==> src/rtl/fetch_ctrl.sv <==
`default_nettype none
// ============================================================================
//  Module   : fetch_ctrl
//  Brief    : PC / IF-stage sequencing controller for the 3-stage MIPS150
//             pipeline. Chooses the PC select code and the PC enable, freezes
//             the pipe on cache misses, bubbles IF on load-use hazards, holds
//             fetch idle through a post-reset boot window, and keeps stall and
//             redirect performance counters.
//  Revision : 1.0 - initial release
// ============================================================================
module fetch_ctrl #(
  parameter int BOOT_CYCLES = 2,   // boot window length, 1..15
  parameter int CNT_W       = 32   // performance counter width
) (
  input  logic             CLK,
  input  logic             RST,
  input  logic             Branch_Taken,
  input  logic             Jump,
  input  logic             Jump_Reg,
  input  logic             Load_Use,
  input  logic             IC_Stall,
  input  logic             DC_Stall,
  output logic [1:0]       PC_Sel,
  output logic             PC_EN,
  output logic             Pipe_EN,
  output logic             IF_Bubble,
  output logic             Booting,
  output logic [CNT_W-1:0] Stall_Cnt,
  output logic [CNT_W-1:0] Redir_Cnt
);

  localparam logic [1:0] SEL_PC4  = 2'b10;
  localparam logic [1:0] SEL_BR   = 2'b01;
  localparam logic [1:0] SEL_JMP  = 2'b11;
  localparam logic [1:0] SEL_REG  = 2'b00;
  localparam logic [3:0] BOOT_INIT = 4'(BOOT_CYCLES - 1);
  localparam logic [CNT_W-1:0] CNT_ONE = {{(CNT_W-1){1'b0}}, 1'b1};

  typedef enum logic [1:0] {
    S_BOOT   = 2'd0,
    S_RUN    = 2'd1,
    S_MSTALL = 2'd2,
    S_LU     = 2'd3
  } state_t;

  state_t     state;
  state_t     state_nxt;
  logic [3:0] boot_cnt;
  logic [1:0] redir_code;
  logic       mem_stall;

  // Redirect code from the single EX instruction; register jumps take priority.
  always_comb begin
    redir_code = SEL_PC4;
    if (Jump_Reg)          redir_code = SEL_REG;
    else if (Jump)         redir_code = SEL_JMP;
    else if (Branch_Taken) redir_code = SEL_BR;
  end

  assign mem_stall = IC_Stall | DC_Stall;

  // Output decode and next-state. MSTALL and LU re-run the RUN decision every
  // cycle, so a released stall or a finished bubble acts exactly like RUN.
  always_comb begin
    PC_Sel    = SEL_PC4;
    PC_EN     = 1'b0;
    Pipe_EN   = 1'b0;
    IF_Bubble = 1'b1;
    Booting   = 1'b0;
    state_nxt = state;
    if (RST) begin
      Booting   = 1'b1;
      state_nxt = S_BOOT;
    end else begin
      case (state)
        S_BOOT: begin
          Pipe_EN   = 1'b1;
          IF_Bubble = 1'b1;
          Booting   = 1'b1;
          state_nxt = (boot_cnt == 4'd0) ? S_RUN : S_BOOT;
        end
        default: begin
          if (mem_stall) begin
            // Whole pipe frozen; the EX redirect is re-evaluated on release.
            Pipe_EN   = 1'b0;
            IF_Bubble = 1'b0;
            state_nxt = S_MSTALL;
          end else if (Load_Use) begin
            // EX holds the load, so any redirect flag here is ignored.
            Pipe_EN   = 1'b1;
            IF_Bubble = 1'b1;
            state_nxt = S_LU;
          end else begin
            // Delay slot is architectural: redirects never bubble IF.
            PC_EN     = 1'b1;
            Pipe_EN   = 1'b1;
            IF_Bubble = 1'b0;
            PC_Sel    = redir_code;
            state_nxt = S_RUN;
          end
        end
      endcase
    end
  end

  // State, boot countdown and wrapping performance counters.
  always_ff @(posedge CLK) begin
    if (RST) begin
      state     <= S_BOOT;
      boot_cnt  <= BOOT_INIT;
      Stall_Cnt <= '0;
      Redir_Cnt <= '0;
    end else begin
      state <= state_nxt;
      if (state == S_BOOT && boot_cnt != 4'd0)
        boot_cnt <= boot_cnt - 4'd1;
      if (state != S_BOOT && !PC_EN)
        Stall_Cnt <= Stall_Cnt + CNT_ONE;
      if (PC_EN && PC_Sel != SEL_PC4)
        Redir_Cnt <= Redir_Cnt + CNT_ONE;
    end
  end

endmodule
`default_nettype wire

==> config.mk <==
export PLATFORM = sky130hd
export DESIGN_NAME = fetch_ctrl
export DESIGN_NICKNAME = d
export VERILOG_FILES = /design/src/rtl/fetch_ctrl.sv
export SDC_FILE = /design/constraint.sdc
export NUM_CORES = 1
export LEC_CHECK = 0
export CAP_MARGIN = 25
export CELL_PAD_IN_SITES_DETAIL_PLACEMENT = 0
export CELL_PAD_IN_SITES_GLOBAL_PLACEMENT = 1
export CORE_UTILIZATION = 40
export DETAILED_ROUTE_END_ITERATION = 6
export PLACE_DENSITY = 0.95
export SLEW_MARGIN = 10
export SYNTH_ARGS = -nofsm -noshare
export SYNTH_HDL_FRONTEND = slang
export SYNTH_SLANG_ARGS = --single-unit
==> constraint.sdc <==
create_clock -name CLK -period 4.7 [get_ports CLK]
set_input_delay 0.94 -clock CLK [delete_from_list [all_inputs] [get_ports CLK]]
set_output_delay 0.94 -clock CLK [all_outputs]
set_load 0.01 [all_outputs]
# --- Word-level counts from Yosys, hierarchy flattened ---
# Index checks and enable logic that the tools add are counted.
word_totals:
  ff_bits: 70
  out_inout_bits: 70
  elab_cells: 41
classes:
  add_sub_neg: 3
  eq_ne: 1
  n_mux: 24
  bitwise_logic: 1
  reduce_logical: 8
ops:
  columns: ["cell", "count"]
  rows:
  - ["$add A32 B1 Y32 const B", 2]
  - ["$mux W2", 10]
  - ["$mux W1", 14]
  - ["$logic_not A4 Y1", 1]
  - ["$reduce_bool A4 Y1", 1]
  - ["$sub A4 B1 Y4 const B", 1]
  - ["$logic_and A1 B1 Y1", 3]
  - ["$logic_not A2 Y1", 1]
  - ["$ne A2 B2 Y1 const B", 1]
  - ["$reduce_bool A2 Y1", 1]
  - ["$logic_not A1 Y1", 1]
  - ["$or A1 B1 Y1", 1]

# --- Depth between registers and ports, before layout ---
# Gate-level depths: netlist of the first run.
logic_depth:
  word_depth: 9
  depth_mapped: 7

# --- Worst setup path before layout of the first run ---
# Ideal clock, no wire load.
synth_timing:
  path_kind: "input -> output"
  from: "in RST"
  to: "out PC_Sel[0]"
  t_arrival_ns: 2.188
  required_ns: 3.760
  slack_ns: 1.572
  cell_stages: 4
  n_path_buf: 2
  path_cell_list: "buf_4 -> or4_1 -> clkbuf_1 -> nor4_1"
synth_via:
  elab_chain_cells: 1
synth_lines:
  columns: ["item", "line_no", "source"]
  rows:
  - ["start, declared", "16", "input logic RST,"]
  - ["$mux W2", "71", "if (RST) begin"]
  - ["end, declared", "23", "output logic [1:0] PC_Sel,"]
# No other way between the ends.

# --- Worst setup path after layout of the first run ---
layout_timing:
  from: "in Load_Use"
  to: "out PC_Sel[0]"
layout_via:
  elab_chain_cells: 4
layout_lines:
  columns: ["item", "line_no", "source"]
  rows:
  - ["start, declared", "20", "input logic Load_Use,"]
  - ["$mux W2", "88", "end else if (Load_Use) begin"]
  - ["$mux W2", "83", "if (mem_stall) begin"]
  - ["$mux W2", "75", "case (state)"]
  - ["$mux W2", "71", null]
# No other way between the ends.

==> run_results.csv, run 1 <==
group,metric,value,unit
worst_setup_path,end_kind,"output port",
synthesis,synth_top_area_cell,"dfxtp_1",
timing,final_hold_viol_count,0,
layout,layout_commonest_cell,"clkdlybuf4s50_1",
floorplanning,dieArea,9270,um2
layout,design_area,4600,um2
floorplanning,core-area,8680,um2
global_route,overflow,0,
timing,tightest_slew,0.848,ns
route,drtAntennaViolNets,0,
clocking,htreeDepth,3,
global_route,grt_max_degree,82,
clocking,clock_path_buffers,2,
power_and_ir_drop,powerDensity,316,nW/um2
synthesis,yosys_register_bits,70,
floorplanning,die_y,96.3,um
worst_setup_path,cpMostUsedCell,"clkdlybuf4s50_1",
synthesis,synth_ff_type,"dfxtp_1",
worst_setup_path,r2r_start,"state[1]$_SDFF_PP0_",
floorplanning,die_x,96.3,um
layout,syn2layout_area_growth,29.5,%
power_and_ir_drop,power.total,1.45,mW
layout,antenna_cells_inserted,0,
place,dpl.hpwl,5940,um
floorplanning,pin_count,78,
synthesis,ys_top_cells_by_area,"dfxtp_1 (39%), or4_1 (7.8%), o31ai_1 (7.2%)",
synthesis,synth_top_area_share,0.394,
route,drc,0,
route,wl_per_cell,15.0,um
clocking,clkLatencyLatePin,0.34,ns
worst_setup_path,required,3.76,ns
timing,min_period_over_period,0.840,
synthesis,ys_warn_count,0,
worst_setup_path,crit_chain,"clkdlybuf4s50_1, or4_1, nor4_1, clkdlybuf4s50_1",
worst_setup_path,slowest_stage,"or4_1",
floorplanning,start_util,0.410,
global_route,antenna_found_initial,0,
job,cap_violations,0,
layout,fill_cells,839,
synthesis,synth-edff-count,0,
clocking,post-cts-setup-buffer-count,0,
timing,finalSetupViolCount,0,
outcome,status,"finished, final reports clean",
worst_hold_path,holdPathStages,2,
worst_setup_path,cp_slowest_stage_delay,0.69,ns
global_route,grt_pass1_vias,3055,
timing,final_max_slew_viol_count,0,
worst_setup_path,r2r_end,"Stall_Cnt[31]$_SDFFE_PP0P_",
timing,final.setup.tns,0,ns
clocking,cts_tree,"yes",
layout,drive_above_1_share,0.0780,
power_and_ir_drop,vdd_drop_max,0.165,mV
synthesis,syn_nets,432,
place,routabilityCongestion,0.770,
place,postPlaceCellArea,4360,um2
route,drt-initial-drc-count,194,
clocking,cts_root_buffer,"clkbuf_8",
worst_setup_path,regToRegSetupSlack,2.29,ns
layout,layout_common_cells,"clkdlybuf4s50_1 (76), dfxtp_1 (70), a21oi_1 (46)",
clocking,cts_buffers,9,
synthesis,synth_seq_area_share,0.394,
route,dr_total_vias,3532,
place,dp.cells,579,
power_and_ir_drop,p_leak,1.41,nW
timing,max_slew_margin,0.435,
timing,skew,0.0105,ns
synthesis,async_reset_ff_frac,0,
global_route,grt_pass1_wl,14400,um
worst_setup_path,r2r_cells,5,
place,io_buffers,77,
layout,finalNetCount,493,
worst_hold_path,holdPathEnd,"Redir_Cnt[31]$_SDFFE_PP0P_",
synthesis,ys_types,39,
clocking,numClockSinks,70,
worst_hold_path,min_path_type,"register to register",
clocking,clk_pin_slew_worst_paths,0.07,ns
route,wl,8900,um
timing,setup_ws,0.754,ns
floorplanning,num_rows,34,
place,pre_cts_slack,0.772,ns
route,firstDrtPassIters,4,
worst_setup_path,path_max_fanout,7,
timing,grt_setup_unrepaired,"no",
layout,fin_cells,595,
synthesis,syn_area,3560,um2
synthesis,synthCells,421,
timing,min_period,3.95,ns
synthesis,syn_avg_cell_area,8.45,um2
layout,post-route-util,0.531,
worst_hold_path,hp-start,"Redir_Cnt[31]$_SDFFE_PP0P_",
worst_setup_path,start_kind,"input port",
route,viasPerCell,5.94,
global_route,grtUsageTotal,0.196,
worst_setup_path,arrival,3.01,ns
clocking,holdBufCountCts,0,
worst_setup_path,path_class,"input port to output port",
timing,whs,0.500,ns
clocking,cts_resized,0,
timing,fmax,253,MHz
[Yosys cell counts (7+ instances only)]
cell type	count
dfxtp_1	70
a21oi_1	46
or4_1	37
o31ai_1	34
nor2_1	29
clkbuf_1	26
nand4_1	24
nand2_1	20
nand3_1	18
nor2b_1	11
nor4_1	11
o21ai_0	11
or3_1	10
mux2_2	9
and4_1	8
xnor2_1	8
and3_1	7
[sequential cells by signal, indices dropped and copies added (netlist names)]
name       flops
Stall_Cnt     32
boot_cnt       4
Redir_Cnt     32
state          2
[cell families (layout without fill, tap and decap cells)]
logic type | Yosys count | after routing | share of synthesized area
muxes | 9 | 9 | 0.0285
DFF | 70 | 70 | 0.394
buffers and inverters | 36 | 102 | 0.0412
xor gates and xnor gates | 12 | 12 | 0.0296
AOI/OAI and AO/OA | 96 | 96 | 0.164
and+or+nand+nor | 195 | 195 | 0.332
adders and majority gates | 3 | 3 | 0.0106
[per-layer routing]
metal | vias up | wire length, um | global-route usage
met5 | - | 0 | 0
met4 | 0 | 164 | 0.0896
met3 | 11 | 389 | 0.0284
met2 | 92 | 4180 | 0.313
met1 | 1685 | 4160 | 0.261
li1 | 1744 | - | -
[worst max-delay path, delay by kind of cell]
kind | cells | cell delay (ns)
buffers and inverters | 2 | 1.09
and+or+nand+nor | 2 | 0.99
[report_power, final]
group	switching, mW	total [mW]	internal [mW]
clock network	0.222	0.604	0.382
registers	0.0261	0.646	0.620
logic	0.114	0.204	0.0900
[worst max-delay path by stage]
| stage | slack, ns | start | depth (start not counted) | endpoint |
|---|---|---|---|---|
| floorplan | 1.57 | RST | 4 | PC_Sel[0] |
| global placement | 0.81 | Load_Use | 4 | PC_Sel[0] |
| detailed placement | 0.77 | Load_Use | 4 | PC_Sel[0] |
| CTS | 0.75 | Load_Use | 4 | PC_Sel[0] |
| global route | 0.63 | Load_Use | 4 | PC_Sel[0] |
| finish | 0.75 | Load_Use | 4 | PC_Sel[0] |
[cell type report]
type | count | area (um2) | area share
Clock buffer | 13 | 159 | 0.0345
Clock inverter | 3 | 90.1 | 0.0196
Inverter | 6 | 22.5 | 0.00489
Multi-Input combinational cell | 315 | 2010 | 0.436
Sequential cell | 70 | 1400 | 0.304
Tap cell | 108 | 135 | 0.0293
Timing Repair Buffer | 80 | 788 | 0.171
Power figures use the tool's default switching activity.
==> run 2: changes to the inputs <==
- CORE_UTILIZATION: 40 -> 34
- PLACE_DENSITY: 0.95 -> 0.86
- clock period: 4.7 -> 3.5 ns (I/O delays scaled with it)
==> run_results.csv, run 2 (synthesis gave the netlist of run 1 again) <==
group,metric,value,unit
route,wl_per_cell,14.3,um
place,dpl.hpwl,6180,um
clocking,cts_resized,0,
layout,reg_top3,"Redir_Cnt x32, Stall_Cnt x32, boot_cnt x4",
worst_setup_path,end_kind,"output port",
floorplanning,core-area,9950,um2
clocking,holdBufCountCts,0,
clocking,numClockSinks,70,
route,drtAntennaViolNets,0,
layout,drive_above_1_share,0.0913,
global_route,grt_pass1_vias,3185,
place,routabilityCongestion,0.758,
timing,grt_setup_unrepaired,"no",
worst_setup_path,required,2.80,ns
outcome,status,"finished, final reports clean",
global_route,overflow,0,
layout,finalNetCount,499,
global_route,grt_pass1_wl,15200,um
floorplanning,num_rows,36,
timing,tightest_slew,0.856,ns
worst_setup_path,cpMostUsedCell,"clkdlybuf4s50_1",
route,viasPerCell,5.60,
timing,min_period_over_period,0.915,
floorplanning,pin_count,78,
timing,fmax,312,MHz
timing,max_slew_margin,0.427,
timing,skew,0.0173,ns
place,postPlaceCellArea,4430,um2
route,wl,8970,um
worst_setup_path,cp_slowest_stage_delay,0.58,ns
route,drc,0,
place,pre_cts_slack,0.304,ns
layout,design_area,4650,um2
floorplanning,dieArea,10900,um2
job,cap_violations,0,
timing,final_hold_viol_count,0,
global_route,antenna_found_initial,0,
timing,finalSetupViolCount,0,
clocking,htreeDepth,3,
global_route,grt_max_degree,72,
clocking,cts_tree,"yes",
floorplanning,die_x,104,um
power_and_ir_drop,p_leak,1.42,nW
clocking,clk_pin_slew_worst_paths,0.06,ns
timing,final_max_slew_viol_count,0,
worst_setup_path,path_class,"input port to output port",
layout,syn2layout_area_growth,30.6,%
layout,antenna_cells_inserted,0,
worst_setup_path,slowest_stage,"clkdlybuf4s50_1",
clocking,post-cts-setup-buffer-count,0,
timing,final.setup.tns,0,ns
route,dr_total_vias,3507,
floorplanning,die_y,104,um
power_and_ir_drop,vdd_drop_max,0.261,mV
worst_hold_path,min_path_type,"register to register",
global_route,grtUsageTotal,0.167,
layout,post-route-util,0.467,
worst_setup_path,arrival,2.50,ns
layout,layout_commonest_cell,"clkdlybuf4s50_1",
timing,setup_ws,0.296,ns
clocking,cts_root_buffer,"clkbuf_8",
clocking,clkLatencyLatePin,0.34,ns
worst_setup_path,crit_chain,"clkdlybuf4s50_1, or4_1, nor4_1, clkdlybuf4s50_1",
timing,min_period,3.20,ns
worst_setup_path,path_max_fanout,3,
route,drt-initial-drc-count,105,
clocking,clock_path_buffers,2,
floorplanning,start_util,0.357,
place,io_buffers,77,
clocking,cts_buffers,9,
power_and_ir_drop,power.total,1.85,mW
worst_setup_path,start_kind,"input port",
power_and_ir_drop,powerDensity,398,nW/um2
layout,layout_common_cells,"clkdlybuf4s50_1 (76), dfxtp_1 (70), a21oi_1 (46)",
route,firstDrtPassIters,4,
-- run 2: area by class of cell --
class | instances | area, um2
clock inverters | 6 | 86.3
multi-input cells | 315 | 2010
well taps | 133 | 166
inverters | 6 | 22.5
repair buffers | 86 | 833
clock buffers | 10 | 128
fillers | 971 | 5310
flip-flops and latches | 70 | 1400
-- run 2: metrics by stage --
step                cells  hold WS, ns
global route          626        0.530
CTS                   626        0.493
floorplan             421        0.465
detailed placement    610        0.481
finish                626        0.490
global placement      610        0.464
-- run 2: path summary, 6_finish.rpt --
path	start	end	slack, ns	depth (start not counted)
setup reg to reg	Redir_Cnt[0]$_SDFFE_PP0P_	Redir_Cnt[30]$_SDFFE_PP0P_	1.32	5
hold reg to reg	Redir_Cnt[31]$_SDFFE_PP0P_	Redir_Cnt[31]$_SDFFE_PP0P_	0.49	2
hold / removal	Redir_Cnt[31]$_SDFFE_PP0P_	Redir_Cnt[31]$_SDFFE_PP0P_	0.49	2
setup / recovery	Load_Use	PC_Sel[0]	0.30	4
-- run 2: report_power, final --
part,internal (mW),leakage (nW),switching (mW)
sequential,0.832,0.565,0.0337
clock,0.401,0.106,0.309
combinational,0.116,0.749,0.156
total,1.35,1.42,0.499
-- run 2: layer usage --
| metal | track usage | share of wire |
|---|---|---|
| met4 | 0.0582 | 0.0055 |
| met5 | 0 | 0 |
| met1 | 0.225 | 0.49 |
| met3 | 0.0251 | 0.030 |
| met2 | 0.270 | 0.47 |
-- run 2: critical path: cells and delay by family --
family                 cells  cell delay, ns
buffers and inverters      2            1.00
and+or+nand+nor            2            0.81
